`src/rtl/lsu_pkg.sv`:
```
// Shared definitions for the data-memory load/store unit: funct3 encodings,
// controller states and access-size helpers.
package lsu_pkg;

  localparam logic [2:0] F3_B  = 3'd0;
  localparam logic [2:0] F3_H  = 3'd1;
  localparam logic [2:0] F3_W  = 3'd2;
  localparam logic [2:0] F3_BU = 3'd4;
  localparam logic [2:0] F3_HU = 3'd5;

  typedef enum logic [1:0] {
    IDLE = 2'd0,
    ACC0 = 2'd1,
    ACC1 = 2'd2,
    DONE = 2'd3
  } state_t;

  // Access size in bytes; bit 2 of funct3 only selects zero-extension.
  function automatic logic [2:0] size_bytes(input logic [2:0] f3);
    case (f3[1:0])
      2'd0:    return 3'd1;
      2'd1:    return 3'd2;
      default: return 3'd4;
    endcase
  endfunction

  // Stores have no unsigned variants, so only B/H/W are legal for them.
  function automatic logic funct3_legal(input logic is_write, input logic [2:0] f3);
    if (is_write)
      return (f3 == F3_B) || (f3 == F3_H) || (f3 == F3_W);
    else
      return (f3 == F3_B) || (f3 == F3_H) || (f3 == F3_W) ||
             (f3 == F3_BU) || (f3 == F3_HU);
  endfunction

endpackage

```
`src/rtl/data_mem_lsu_align.sv`:
```
// Byte-lane steering for the LSU: store data/mask shifted into the two word
// slots, and load data extracted from a {word1,word0} pair and extended.
module lsu_align
  import lsu_pkg::*;
(
  input  logic [1:0]  i_off,
  input  logic [2:0]  i_funct3,
  input  logic [31:0] i_wdata,
  input  logic [31:0] i_word0,
  input  logic [31:0] i_word1,
  output logic        o_split,
  output logic [3:0]  o_be0,
  output logic [3:0]  o_be1,
  output logic [31:0] o_wdata0,
  output logic [31:0] o_wdata1,
  output logic [31:0] o_rdata
);

  logic [2:0]  w_size;
  logic [3:0]  w_size_mask;
  logic [7:0]  w_mask;
  logic [63:0] w_wshift;
  logic [31:0] w_rshift;

  assign w_size  = size_bytes(i_funct3);
  assign o_split = ({1'b0, i_off} + w_size) > 3'd4;

  // Contiguous lane mask for the access size before shifting by the offset.
  always_comb begin
    case (w_size)
      3'd1:    w_size_mask = 4'b0001;
      3'd2:    w_size_mask = 4'b0011;
      default: w_size_mask = 4'b1111;
    endcase
  end

  assign w_mask   = {4'b0000, w_size_mask} << i_off;
  assign w_wshift = {32'h0000_0000, i_wdata} << {i_off, 3'b000};
  assign o_be0    = w_mask[3:0];
  assign o_be1    = w_mask[7:4];
  assign o_wdata0 = w_wshift[31:0];
  assign o_wdata1 = w_wshift[63:32];

  // Only the low 32 bits of the shifted pair can ever hold the loaded bytes.
  assign w_rshift = 32'({i_word1, i_word0} >> {i_off, 3'b000});

  // Keep the low size bytes and extend according to funct3.
  always_comb begin
    o_rdata = w_rshift;
    case (i_funct3)
      F3_B:    o_rdata = {{24{w_rshift[7]}}, w_rshift[7:0]};
      F3_BU:   o_rdata = {24'h00_0000, w_rshift[7:0]};
      F3_H:    o_rdata = {{16{w_rshift[15]}}, w_rshift[15:0]};
      F3_HU:   o_rdata = {16'h0000, w_rshift[15:0]};
      default: o_rdata = w_rshift;
    endcase
  end

endmodule

```
`src/rtl/data_mem_lsu.sv`:
```
// Load/store unit in front of a synchronous data memory. One request at a
// time; misaligned halfwords/words become two word accesses.
//
// state | meaning
// ------+---------------------------------------------------------------
// IDLE  | ready for a request, memory enables low
// ACC0  | first (or only) word access; loads hold for LAT+1 cycles
// ACC1  | second word of a split access
// DONE  | oDone (and oFault for illegal funct3) high for one cycle
module data_mem_lsu
  import lsu_pkg::*;
#(
  parameter int ADDR_WIDTH       = 32,
  parameter int MEM_READ_LATENCY = 1
) (
  input  logic                  iCLK,
  input  logic                  iRST,
  input  logic                  iReq,
  output logic                  oReady,
  input  logic                  iWrite,
  input  logic [2:0]            iFunct3,
  input  logic [ADDR_WIDTH-1:0] iAddress,
  input  logic [31:0]           iWriteData,
  output logic                  oDone,
  output logic                  oFault,
  output logic [31:0]           oReadData,
  output logic                  oMemReadEnable,
  output logic                  oMemWriteEnable,
  output logic [3:0]            oMemByteEnable,
  output logic [ADDR_WIDTH-1:0] oMemAddress,
  output logic [31:0]           oMemWriteData,
  input  logic [31:0]           iMemReadData
);

  localparam int CW = (MEM_READ_LATENCY < 1) ? 1 : $clog2(MEM_READ_LATENCY + 1);
  localparam logic [CW-1:0] LAT_LOAD = CW'(MEM_READ_LATENCY);

  state_t          r_state;
  logic            r_write;
  logic [2:0]      r_funct3;
  logic [1:0]      r_off;
  logic [31:0]     r_wdata;
  logic [31:0]     r_word0;
  logic [CW-1:0]   r_cnt;

  logic            w_accept;
  logic            w_legal;
  logic            w_in_idle;
  logic [1:0]      w_off;
  logic [2:0]      w_funct3;
  logic [31:0]     w_wdata;
  logic [31:0]     w_word0;
  logic            w_split;
  logic [3:0]      w_be0;
  logic [3:0]      w_be1;
  logic [31:0]     w_wdata0;
  logic [31:0]     w_wdata1;
  logic [31:0]     w_rdata;

  assign w_accept  = iReq && oReady;
  assign w_legal   = funct3_legal(iWrite, iFunct3);
  assign w_in_idle = (r_state == IDLE);

  // In IDLE the aligner sees the incoming request so word0 lanes are ready at
  // the accept edge; afterwards it works from the captured fields.
  assign w_off    = w_in_idle ? iAddress[1:0] : r_off;
  assign w_funct3 = w_in_idle ? iFunct3       : r_funct3;
  assign w_wdata  = w_in_idle ? iWriteData    : r_wdata;
  // During ACC0 the live memory word is word0; in ACC1 it is word1.
  assign w_word0  = (r_state == ACC0) ? iMemReadData : r_word0;

  lsu_align u_align (
    .i_off    (w_off),
    .i_funct3 (w_funct3),
    .i_wdata  (w_wdata),
    .i_word0  (w_word0),
    .i_word1  (iMemReadData),
    .o_split  (w_split),
    .o_be0    (w_be0),
    .o_be1    (w_be1),
    .o_wdata0 (w_wdata0),
    .o_wdata1 (w_wdata1),
    .o_rdata  (w_rdata)
  );

  // Sequencing FSM with registered outputs and a down-counter for read latency.
  always_ff @(posedge iCLK) begin
    if (iRST) begin
      r_state         <= IDLE;
      r_write         <= 1'b0;
      r_funct3        <= 3'd0;
      r_off           <= 2'd0;
      r_wdata         <= 32'h0;
      r_word0         <= 32'h0;
      r_cnt           <= '0;
      oReady          <= 1'b1;
      oDone           <= 1'b0;
      oFault          <= 1'b0;
      oReadData       <= 32'h0;
      oMemReadEnable  <= 1'b0;
      oMemWriteEnable <= 1'b0;
      oMemByteEnable  <= 4'h0;
      oMemAddress     <= '0;
      oMemWriteData   <= 32'h0;
    end else begin
      oDone  <= 1'b0;
      oFault <= 1'b0;
      case (r_state)
        IDLE: begin
          if (w_accept) begin
            r_write  <= iWrite;
            r_funct3 <= iFunct3;
            r_off    <= iAddress[1:0];
            r_wdata  <= iWriteData;
            r_cnt    <= LAT_LOAD;
            oReady   <= 1'b0;
            if (!w_legal) begin
              oDone   <= 1'b1;
              oFault  <= 1'b1;
              r_state <= DONE;
            end else begin
              oMemAddress <= {iAddress[ADDR_WIDTH-1:2], 2'b00};
              r_state     <= ACC0;
              if (iWrite) begin
                oMemWriteEnable <= 1'b1;
                oMemByteEnable  <= w_be0;
                oMemWriteData   <= w_wdata0;
              end else begin
                oMemReadEnable <= 1'b1;
                oMemByteEnable <= 4'hF;
              end
            end
          end
        end
        ACC0: begin
          if (r_write) begin
            if (w_split) begin
              oMemAddress    <= oMemAddress + ADDR_WIDTH'(4);
              oMemByteEnable <= w_be1;
              oMemWriteData  <= w_wdata1;
              r_state        <= ACC1;
            end else begin
              oMemWriteEnable <= 1'b0;
              oMemByteEnable  <= 4'h0;
              oMemWriteData   <= 32'h0;
              oMemAddress     <= '0;
              oDone           <= 1'b1;
              r_state         <= DONE;
            end
          end else if (r_cnt != '0) begin
            r_cnt <= r_cnt - 1'b1;
          end else if (w_split) begin
            r_word0     <= iMemReadData;
            oMemAddress <= oMemAddress + ADDR_WIDTH'(4);
            r_cnt       <= LAT_LOAD;
            r_state     <= ACC1;
          end else begin
            oReadData      <= w_rdata;
            oMemReadEnable <= 1'b0;
            oMemByteEnable <= 4'h0;
            oMemAddress    <= '0;
            oDone          <= 1'b1;
            r_state        <= DONE;
          end
        end
        ACC1: begin
          if (r_write) begin
            oMemWriteEnable <= 1'b0;
            oMemByteEnable  <= 4'h0;
            oMemWriteData   <= 32'h0;
            oMemAddress     <= '0;
            oDone           <= 1'b1;
            r_state         <= DONE;
          end else if (r_cnt != '0) begin
            r_cnt <= r_cnt - 1'b1;
          end else begin
            oReadData      <= w_rdata;
            oMemReadEnable <= 1'b0;
            oMemByteEnable <= 4'h0;
            oMemAddress    <= '0;
            oDone          <= 1'b1;
            r_state        <= DONE;
          end
        end
        DONE: begin
          oReady  <= 1'b1;
          r_state <= IDLE;
        end
        default: begin
          oReady  <= 1'b1;
          r_state <= IDLE;
        end
      endcase
    end
  end

endmodule

```
`config.mk`:
```
export PLATFORM = sky130hd
export DESIGN_NAME = data_mem_lsu
export DESIGN_NICKNAME = d
export VERILOG_FILES = /design/src/rtl/lsu_pkg.sv /design/src/rtl/data_mem_lsu_align.sv /design/src/rtl/data_mem_lsu.sv
export SDC_FILE = /design/constraint.sdc
export NUM_CORES = 1
export LEC_CHECK = 0
export ABC_AREA = 0
export BUFFER_PORTS_ARGS = -buffer_cell sky130_fd_sc_hd__buf_2
export CORE_UTILIZATION = 50
export DETAILED_ROUTE_END_ITERATION = 7
export GPL_TIMING_DRIVEN = 0
export PLACE_DENSITY = 0.79
export SLEW_MARGIN = 0
export SYNTH_ARGS = -nofsm -noshare
export SYNTH_HDL_FRONTEND = slang
export SYNTH_SLANG_ARGS = --single-unit
```
`constraint.sdc`:
```
create_clock -name iCLK -period 5.75 [get_ports iCLK]
set_clock_uncertainty 0.1 [all_clocks]
set_input_delay 0.8625 -clock iCLK [delete_from_list [all_inputs] [get_ports iCLK]]
set_output_delay 0.8625 -clock iCLK [all_outputs]
set_load 0.03 [all_outputs]
```
==> results of run 1 <==
-- stage by stage --
stage | worst slack, ns | hold WS [ns] | cell area, um^2 | utilization, %
global route | 0.460 | 0.373 | 12000 | 61.2
floorplan | 1.58 | 0.333 | 10000 | -
finish | 0.718 | 0.354 | 12000 | 61.2
detailed placement | 0.692 | 0.342 | 11400 | 58.2
CTS | 0.808 | 0.355 | 12000 | 61.2
global placement | 0.768 | 0.339 | 11400 | 58.2
-- cells in the mapped netlist, types with 3 or more instances --
master / instances
a211o_1: 9
mux2_2: 14
a21oi_1: 123
nor2b_1: 5
buf_1: 5
a21o_1: 5
o2bb2ai_1: 3
o221ai_1: 10
nand2_1: 244
a21boi_0: 3
mux2i_1: 77
and3_1: 12
xnor2_1: 4
buf_2: 24
nand4_1: 17
o211ai_1: 23
or4_1: 10
o211a_1: 9
a311oi_1: 9
buf_4: 9
a211oi_1: 40
nand3_1: 29
o21ai_0: 37
a221oi_1: 16
and2_1: 4
nor2_1: 79
o22ai_1: 3
nor3_1: 21
a22oi_1: 14
nor4_1: 10
o32a_1: 7
a32oi_1: 6
o32ai_1: 14
nor3b_1: 7
inv_1: 32
clkbuf_1: 75
mux4_2: 14
and4_1: 3
a31oi_1: 8
dfxtp_1: 176
ha_1: 6
o221a_2: 3
nand2b_1: 4
-- worst max-delay path by stage --
stage                                  from                            end  slack [ns]  cells past startpoint
global placement                iAddress[0]  oMemWriteData[4]$_SDFFE_PP0P_        0.77                     16
finish              r_state[0]$_SDFFE_PP0P_  oMemWriteData[4]$_SDFFE_PP0P_        0.72                     18
detailed placement              iAddress[0]  oMemWriteData[4]$_SDFFE_PP0P_        0.69                     16
floorplan                       iAddress[0]  oMemWriteData[0]$_SDFFE_PP0P_        1.58                     16
global route        r_state[0]$_SDFFE_PP0P_  oMemWriteData[4]$_SDFFE_PP0P_        0.46                     18
CTS                 r_state[0]$_SDFFE_PP0P_  oMemWriteData[4]$_SDFFE_PP0P_        0.81                     18
-- state kept, by name (all words and copies together) (netlist names) --
name and count:
oMemWriteData 32, oReadData 32, r_wdata 32, r_word0 32, oMemAddress 30, oMemByteEnable 4, r_funct3 3, r_off 2
r_state 2, oDone 1, oFault 1, oMemReadEnable 1, oMemWriteEnable 1, oReady 1, r_cnt 1, r_write 1
-- tightest hold or removal path: stages (launching register included) --
cell and delay [ns]:
dfxtp_1 0.31, nand2_1 0.05, a21oi_1 0.05
-- cell families after synthesis --
family / count (synthesis)
XOR/XNOR: 4
flip-flops: 176
buffers and inverters: 148
multiplexers: 108
AO/OA/AOI/OAI: 357
other: 1
AND/OR/NAND/NOR: 452
adder cells (fa/ha/maj): 7
-- cell type report --
class,count,area [um^2]
antenna,1,2.50
buffer,115,510
sequential,176,3520
timing repair buffer,203,1020
fill,1789,7600
inverter,33,124
clock inverter,10,125
multi-input combinational,930,5890
clock buffer,22,474
tap,265,332
-- power groups by stage --
stage,clock network [W],registers (W),logic (W)
floorplan,0,0.00244,0.00267
finish,0.00121,0.00193,0.00464
global route,0.00125,0.00197,0.00497
global placement,0,0.00193,0.00446
CTS,0.00120,0.00192,0.00454
detailed placement,0,0.00194,0.00451
-- routing by layer --
metal,vias up,GRT usage [%]
li1,5008,-
met1,5183,46.8
met2,664,54.2
met3,107,7.50
met4,0,15.4
met5,-,0
==> impl_results.md, run 1 <==
- Length of routed met2 wiring: between 15000 and 20000 um
- Max layer used: met4
- Synthesized-area fraction occupied by xor and xnor cells: less than 1%
- Total Routed Length: 35900 um
- Internal power: approximately 0.0038 W
- Combinational share of power: 59.7%
- Most frequent standard cell in the layout excluding fill and tap cells: nand2_1
- Post-layout power: slightly below 0.008 W
- Count of TritonRoute iterations in the first routing pass: 6
- H-tree depth: 4
- Cell Count, Final, Fillers Out: approximately 1800
- R2r setup slk: 0.72 ns
- TritonCTS clock tree: built
- Main combinational cell family by area after synthesis: compound AO/OA/AOI/OAI gates
- Area of the die: 20700 um^2
- Synth Cell Area: roughly 10000 um^2
- Power Density: between 600 and 700 nW/um^2
- Global-route wire length before repair: 54700 um
- CORE AREA: about 20000 um^2
- Minimum period implied by the final worst setup slack: around 5.0 ns
- Switching Share: 51.1%
- Hold buffer count at cts: 0
- Antenna violations before repair: 1
- Clock sink count: ~180
- Final count of hold timing violations: 0
- Worst r2r dst: oMemWriteData[4]$_SDFFE_PP0P_
- Number of placed instances, taps included: 1722
- Ports: 208
- Height of the die: 144 um
- Met1 wire length: 14700 um
- Pin slew with the least headroom to its limit: 1.08 ns
- Remaining DRCs: 0
- Complex-gate fraction of the synthesized area: between 20% and 30%
- Ratio of routed vias to standard cells: roughly 6.2
- Type of origin of the critical path: flip-flop
- CTS Root Cell: clkbuf_16
- Delay-heaviest family, CP: buffers and inverters
- Routability Congestion: 0.968
- Count of pins over their slew limit: 0
- Worst Path Class, Setup: reg -> reg
- Commonest non-fill, non-tap cells in the layout: 244 x nand2_1, 227 x buf_2, 176 x dfxtp_1, 123 x a21oi_1, 79 x nor2_1
- Fraction of layout instances using a drive strength above 1: around a fifth
- Via count of the first global-routing pass: between 9000 and 10000
- Critical Path RT: between 5 and 6 ns
- Post-synth cell types: 67
- End point of the worst hold path: oMemWriteData[26]$_SDFFE_PP0P_
- Worst Setup End Kind: flip-flop
- Clock latency on the worst-skew pair: 0.44 ns
- Portion of the clock cycle consumed by the worst path in the final layout: 87.5%
- Peak ir drop on the vdd network: roughly 0.38 mV
- Area share of and/or/nand/nor cells after synthesis: between 10% and 20%
- Post-CTS setup repair buffer count: 0
- Initial standard-cell utilization of the core: between 50% and 60%
- Number of standard-cell rows in the floorplan: 51
- Master of the slowest instance on the critical path: or4_1
- Relative area change from synthesis to final layout: 19.5%
- Min-Delay Startpoint: oMemWriteData[26]$_SDFFE_PP0P_
- Wire length per cell: roughly 20 um
- Worst path cell trace: inv_1 -> ha_1 -> buf_6 -> mux2i_4 -> inv_2 -> buf_4 -> buf_4 -> buf_2 -> ha_1 -> inv_1 -> fa_1 -> nand2b_1 -> and2_1 -> clkbuf_1 -> nand3_1 -> clkbuf_1 -> or4_1 -> a211oi_1
- Count of mapped cells out of synthesis: about 1300
- Maximum net fanout on the critical path: 10
- Ys flop type: dfxtp_1
- Sequential fraction of the synthesis area: 35.1%
- Pin count of the biggest net entering global routing: 17
- Dominant cell type by area after synthesis: dfxtp_1
- Die X: about 140 um
- Type of the worst min-delay path: reg -> reg
- DRC violation total after the first TritonRoute iteration: around 1100
- DPL Wire Length: between 20000 and 30000 um
- # nets final: between 1500 and 2000
- Multiplexer share of the synthesized area: around an eighth
- Outcome: finished clean
- Launch instance of the worst register-to-register path: r_state[0]$_SDFFE_PP0P_
- Unrepaired setup endpoints after global routing: no
- Share of the synthesized area in the top cell type: 35.1%
- Final setup fails: 0
- Max Root-Sink Buffers: 2
- Via Count: about 11000
- Remaining number of nets flagged by the antenna check after routing: 0
- Clock transition at the register clock pins on the worst setup and hold paths after CTS: 0.07 ns
- Syn_area_per_cell: approximately 8.0 um^2
- Synthesis Warnings: 0
- Critical Path AT: 5.28 ns
- Buffers plus inverters on the worst setup path: 9
- Post-route setup TNS: 0 ns
- Area contributors post-synth: dfxtp_1 35%, nand2_1 9.1%, mux2i_1 7.7%
- # resized after CTS: 0
- Largest stage delay, worst path: around 0.48 ns
- Hold Path Cell Cnt: 2
- Highest attainable clock frequency: 199 MHz
- TritonCTS buffer count: 17
- Max-slew headroom at the worst pin: 27.2%
- Number of port buffers: between 200 and 250
- Number of storage elements in the synthesis netlist: 176
- Clock network power share: 15.5%
- Static leakage power: 4.87 nW
- Total track usage: a little over a third
- Share of flip-flops with an asynchronous set or reset: 0%
- Number of enable flip-flop cells after synthesis: 0
- Switching power: 0.00398 W
- Relative contribution of sequential cells to total power: between 20% and 30%
- Routed length on met3: 3930 um
- Global route total overflow: 0
- Fraction of the mapped netlist area in adder cells: less than 1%
- Number of max-cap violations: 0
- FF-to-FF path depth: 18
No activity file was read; power rests on OpenSTA's default activity.
==> run 2, diff against run 1 <==
--- a/config.mk
+++ b/config.mk
@@ -7,10 +7,11 @@
 export LEC_CHECK = 0
 export ABC_AREA = 0
 export BUFFER_PORTS_ARGS = -buffer_cell sky130_fd_sc_hd__buf_2
-export CORE_UTILIZATION = 50
+export CORE_UTILIZATION = 38
 export DETAILED_ROUTE_END_ITERATION = 7
 export GPL_TIMING_DRIVEN = 0
-export PLACE_DENSITY = 0.79
+export PLACE_DENSITY = 0.64
+export RECOVER_POWER = 25
 export SLEW_MARGIN = 0
 export SYNTH_ARGS = -nofsm -noshare
 export SYNTH_HDL_FRONTEND = slang
==> run 2 against run 1 <==
  * The run now ends with DRC left
  * Critical endpoint is now oMemWriteData[2]$_SDFFE_PP0P_
  * Design area down 0.13%
  * Maximum frequency down 1.4%
  * First-iteration DRC count down 3.2%
  * Register-to-register slack worse by 0.07 ns
  * Wire length rose by 6.4%
  * Hold slack hardly changed
  * Largest power group unchanged
  * Cell count rose by 3.9%
  * Global-route usage shrank 7.2 points
  * Sequential cell count did not move
==> impl_results.md, run 2 (synthesis results as in run 1) <==
- Remaining DRCs: 2 (+2)
- Fraction of layout instances using a drive strength above 1: 16.2% (-4.7 points)
- Count of pins over their slew limit: 0 (unchanged)
- Launch point of the worst path: r_state[0]$_SDFFE_PP0P_
- DPL Wire Length: 29000 um (+7.1%)
- H-tree depth: 4 (unchanged)
- Minimum period implied by the final worst setup slack: 5.10 ns (+0.0722 ns)
- TritonCTS clock tree: built
- Routability Congestion: 0.924 (-4.5%)
- Die X: 165 um (+15%)
- Number of standard-cell rows in the floorplan: 59 (+16%)
- Internal power: 0.00373 W (-1.9%)
- Type of origin of the critical path: flip-flop
- Launch instance of the worst register-to-register path: r_state[0]$_SDFFE_PP0P_
- Final count of hold timing violations: 0 (unchanged)
- Number of max-cap violations: 0 (unchanged)
- CORE AREA: 26000 um^2 (+33%)
- Max Root-Sink Buffers: 2 (unchanged)
- Critical Path RT: 6.00 ns (about the same)
- Master of the slowest instance on the critical path: or4_1
- Global route total overflow: 0 (unchanged)
- Initial standard-cell utilization of the core: 38.6% (-13 points)
- Buffers plus inverters on the worst setup path: 9 (unchanged)
- Unrepaired setup endpoints after global routing: no
- Worst Setup End Kind: flip-flop
- Clock transition at the register clock pins on the worst setup and hold paths after CTS: 0.07 ns (about the same)
- Total Routed Length: 38100 um (+6.4%)
- Peak ir drop on the vdd network: 0.294 mV (-22%)
- Post-route setup TNS: 0 ns (unchanged)
- Max-slew headroom at the worst pin: 31.3% (+4.0 points)
- Relative area change from synthesis to final layout: 19.3%
- Switching Share: 52.1% (+0.92 points)
- Maximum net fanout on the critical path: 10 (unchanged)
- Commonest non-fill, non-tap cells in the layout: 244 x nand2_1, 176 x dfxtp_1, 158 x buf_2, 145 x clkbuf_1, 123 x a21oi_1
- Relative contribution of sequential cells to total power: 24.8% (about the same)
- Clock network power share: 15.3% (-0.2 points)
- Power Density: 649 nW/um^2 (about the same)
- DRC violation total after the first TritonRoute iteration: 1104 (-3.2%)
- Ratio of routed vias to standard cells: 5.87 (-6.0%)
- Count of TritonRoute iterations in the first routing pass: 8 (+2)
- TritonCTS buffer count: 17 (unchanged)
- Number of port buffers: 203 (unchanged)
- Total track usage: 27.8% (-7.2 points)
- Most frequent standard cell in the layout excluding fill and tap cells: nand2_1
- Pin slew with the least headroom to its limit: 1.02 ns (-0.0599 ns)
- Area of the die: 27100 um^2 (+31%)
- Clock latency on the worst-skew pair: 0.44 ns (about the same)
- Delay-heaviest family, CP: buffers and inverters
- Post-CTS setup repair buffer count: 0 (unchanged)
- Critical Path AT: 5.35 ns (+0.07 ns)
- Min-Delay Startpoint: r_wdata[5]$_SDFFE_PP0P_
- Highest attainable clock frequency: 196 MHz (-1.4%)
- Wire length per cell: 20.9 um (+2.4%)
- Final setup fails: 0 (unchanged)
- Layout Cell Area excl Fill: 12000 um^2 (-0.13%)
- Remaining number of nets flagged by the antenna check after routing: 0 (unchanged)
- Ports: 208 (unchanged)
- # resized after CTS: 0 (unchanged)
- CTS Root Cell: clkbuf_16
- Fill cell total of the finished layout: 2692 (+50%)
- Hold buffer count at cts: 0 (unchanged)
- Pin count of the biggest net entering global routing: 17 (unchanged)
- Via count of the first global-routing pass: 9739 (-0.77%)
- Height of the die: 165 um (+15%)
- Static leakage power: 4.59 nW (-5.7%)
- Combinational share of power: 59.8% (about the same)
- # nets final: 1586 (unchanged)
- Antenna violations before repair: 2 (+1)
- Outcome: complete, but fails checks
- Type of the worst min-delay path: reg -> reg
- Worst Path Class, Setup: reg -> reg
- Worst path cell trace: inv_1 -> ha_1 -> buf_6 -> mux2i_4 -> inv_2 -> buf_4 -> buf_4 -> buf_2 -> ha_1 -> inv_1 -> fa_1 -> nand2b_1 -> and2_1 -> clkbuf_1 -> nand3_1 -> clkbuf_1 -> or4_1 -> a211oi_1
- Via Count: 10700 (-2.3%)
- Violations in the final reports: DRC
- Global-route wire length before repair: 57000 um (+4.1%)
- Largest stage delay, worst path: 0.50 ns (+0.02 ns)
- Clock sink count: 176 (unchanged)
- Portion of the clock cycle consumed by the worst path in the final layout: 88.8% (+1.3 points)
- Post-layout power: 0.00778 W (about the same)
- Placed cell areas: 11500 um^2 (+0.77%)
- Switching power: 0.00405 W (+1.8%)
[run 2: power by group through the flow]
stage / combinational [W] / clock [W] / sequential (W)
final: 0.00465 / 0.00119 / 0.00193
after global routing: 0.00498 / 0.00125 / 0.00197
after CTS: 0.00463 / 0.00121 / 0.00192
after detailed placement: 0.00461 / 0 / 0.00194
after global placement: 0.00458 / 0 / 0.00193
after floorplan: 0.00267 / 0 / 0.00244
[run 2: worst reg2reg max path, stage by stage, from the launching register on]
cell and delay, ns:
dfxtp_1 0.36, inv_1 0.10, ha_1 0.29, buf_6 0.20, mux2i_4 0.44, inv_2 0.12, buf_4 0.22, buf_4 0.22
buf_2 0.24, ha_1 0.23, inv_1 0.06, fa_1 0.40, nand2b_1 0.11, and2_1 0.12, clkbuf_1 0.45, nand3_1 0.24
clkbuf_1 0.38, or4_1 0.51, a211oi_1 0.23
[run 2: cell type report]
cell class	count	area (um^2)	area share (%)
Buffer	115	510	4.26
Timing Repair Buffer	203	930	7.76
Tap cell	335	419	3.50
Antenna cell	1	2.50	0.0209
Clock buffer	20	457	3.81
Sequential cell	176	3520	29.4
Multi-Input combinational cell	930	5890	49.1
Inverter	33	124	1.03
Clock inverter	10	126	1.05
[run 2: final timing paths]
kind | to | slack, ns | depth (start not counted)
max | oMemWriteData[2]$_SDFFE_PP0P_ | 0.65 | 18
min | r_wdata[5]$_SDFFE_PP0P_ | 0.35 | 2
max reg2reg | oMemWriteData[2]$_SDFFE_PP0P_ | 0.65 | 18
min reg2reg | r_wdata[5]$_SDFFE_PP0P_ | 0.35 | 2
[run 2: metrics by stage]
stage | util [%] | cells | worst slack (ns) | hold slack (ns)
floorplan | - | 1254 | 1.58 | 0.333
global placement | 44.2 | 1792 | 0.620 | 0.339
CTS | 46.4 | 1822 | 0.752 | 0.355
global route | 46.1 | 1823 | 0.388 | 0.374
detailed placement | 44.2 | 1792 | 0.593 | 0.342
finish | 46.1 | 1823 | 0.646 | 0.354
[run 2: routing by layer]
| layer | vias to the layer above | routed length (um) | global-route usage, % |
|---|---|---|---|
| met5 | - | 13 | 0 |
| met4 | 2 | 1140 | 10.5 |
| met3 | 72 | 3520 | 5.95 |
| met2 | 538 | 16700 | 42.6 |
| met1 | 5068 | 16700 | 38.0 |
| li1 | 5025 | - | - |
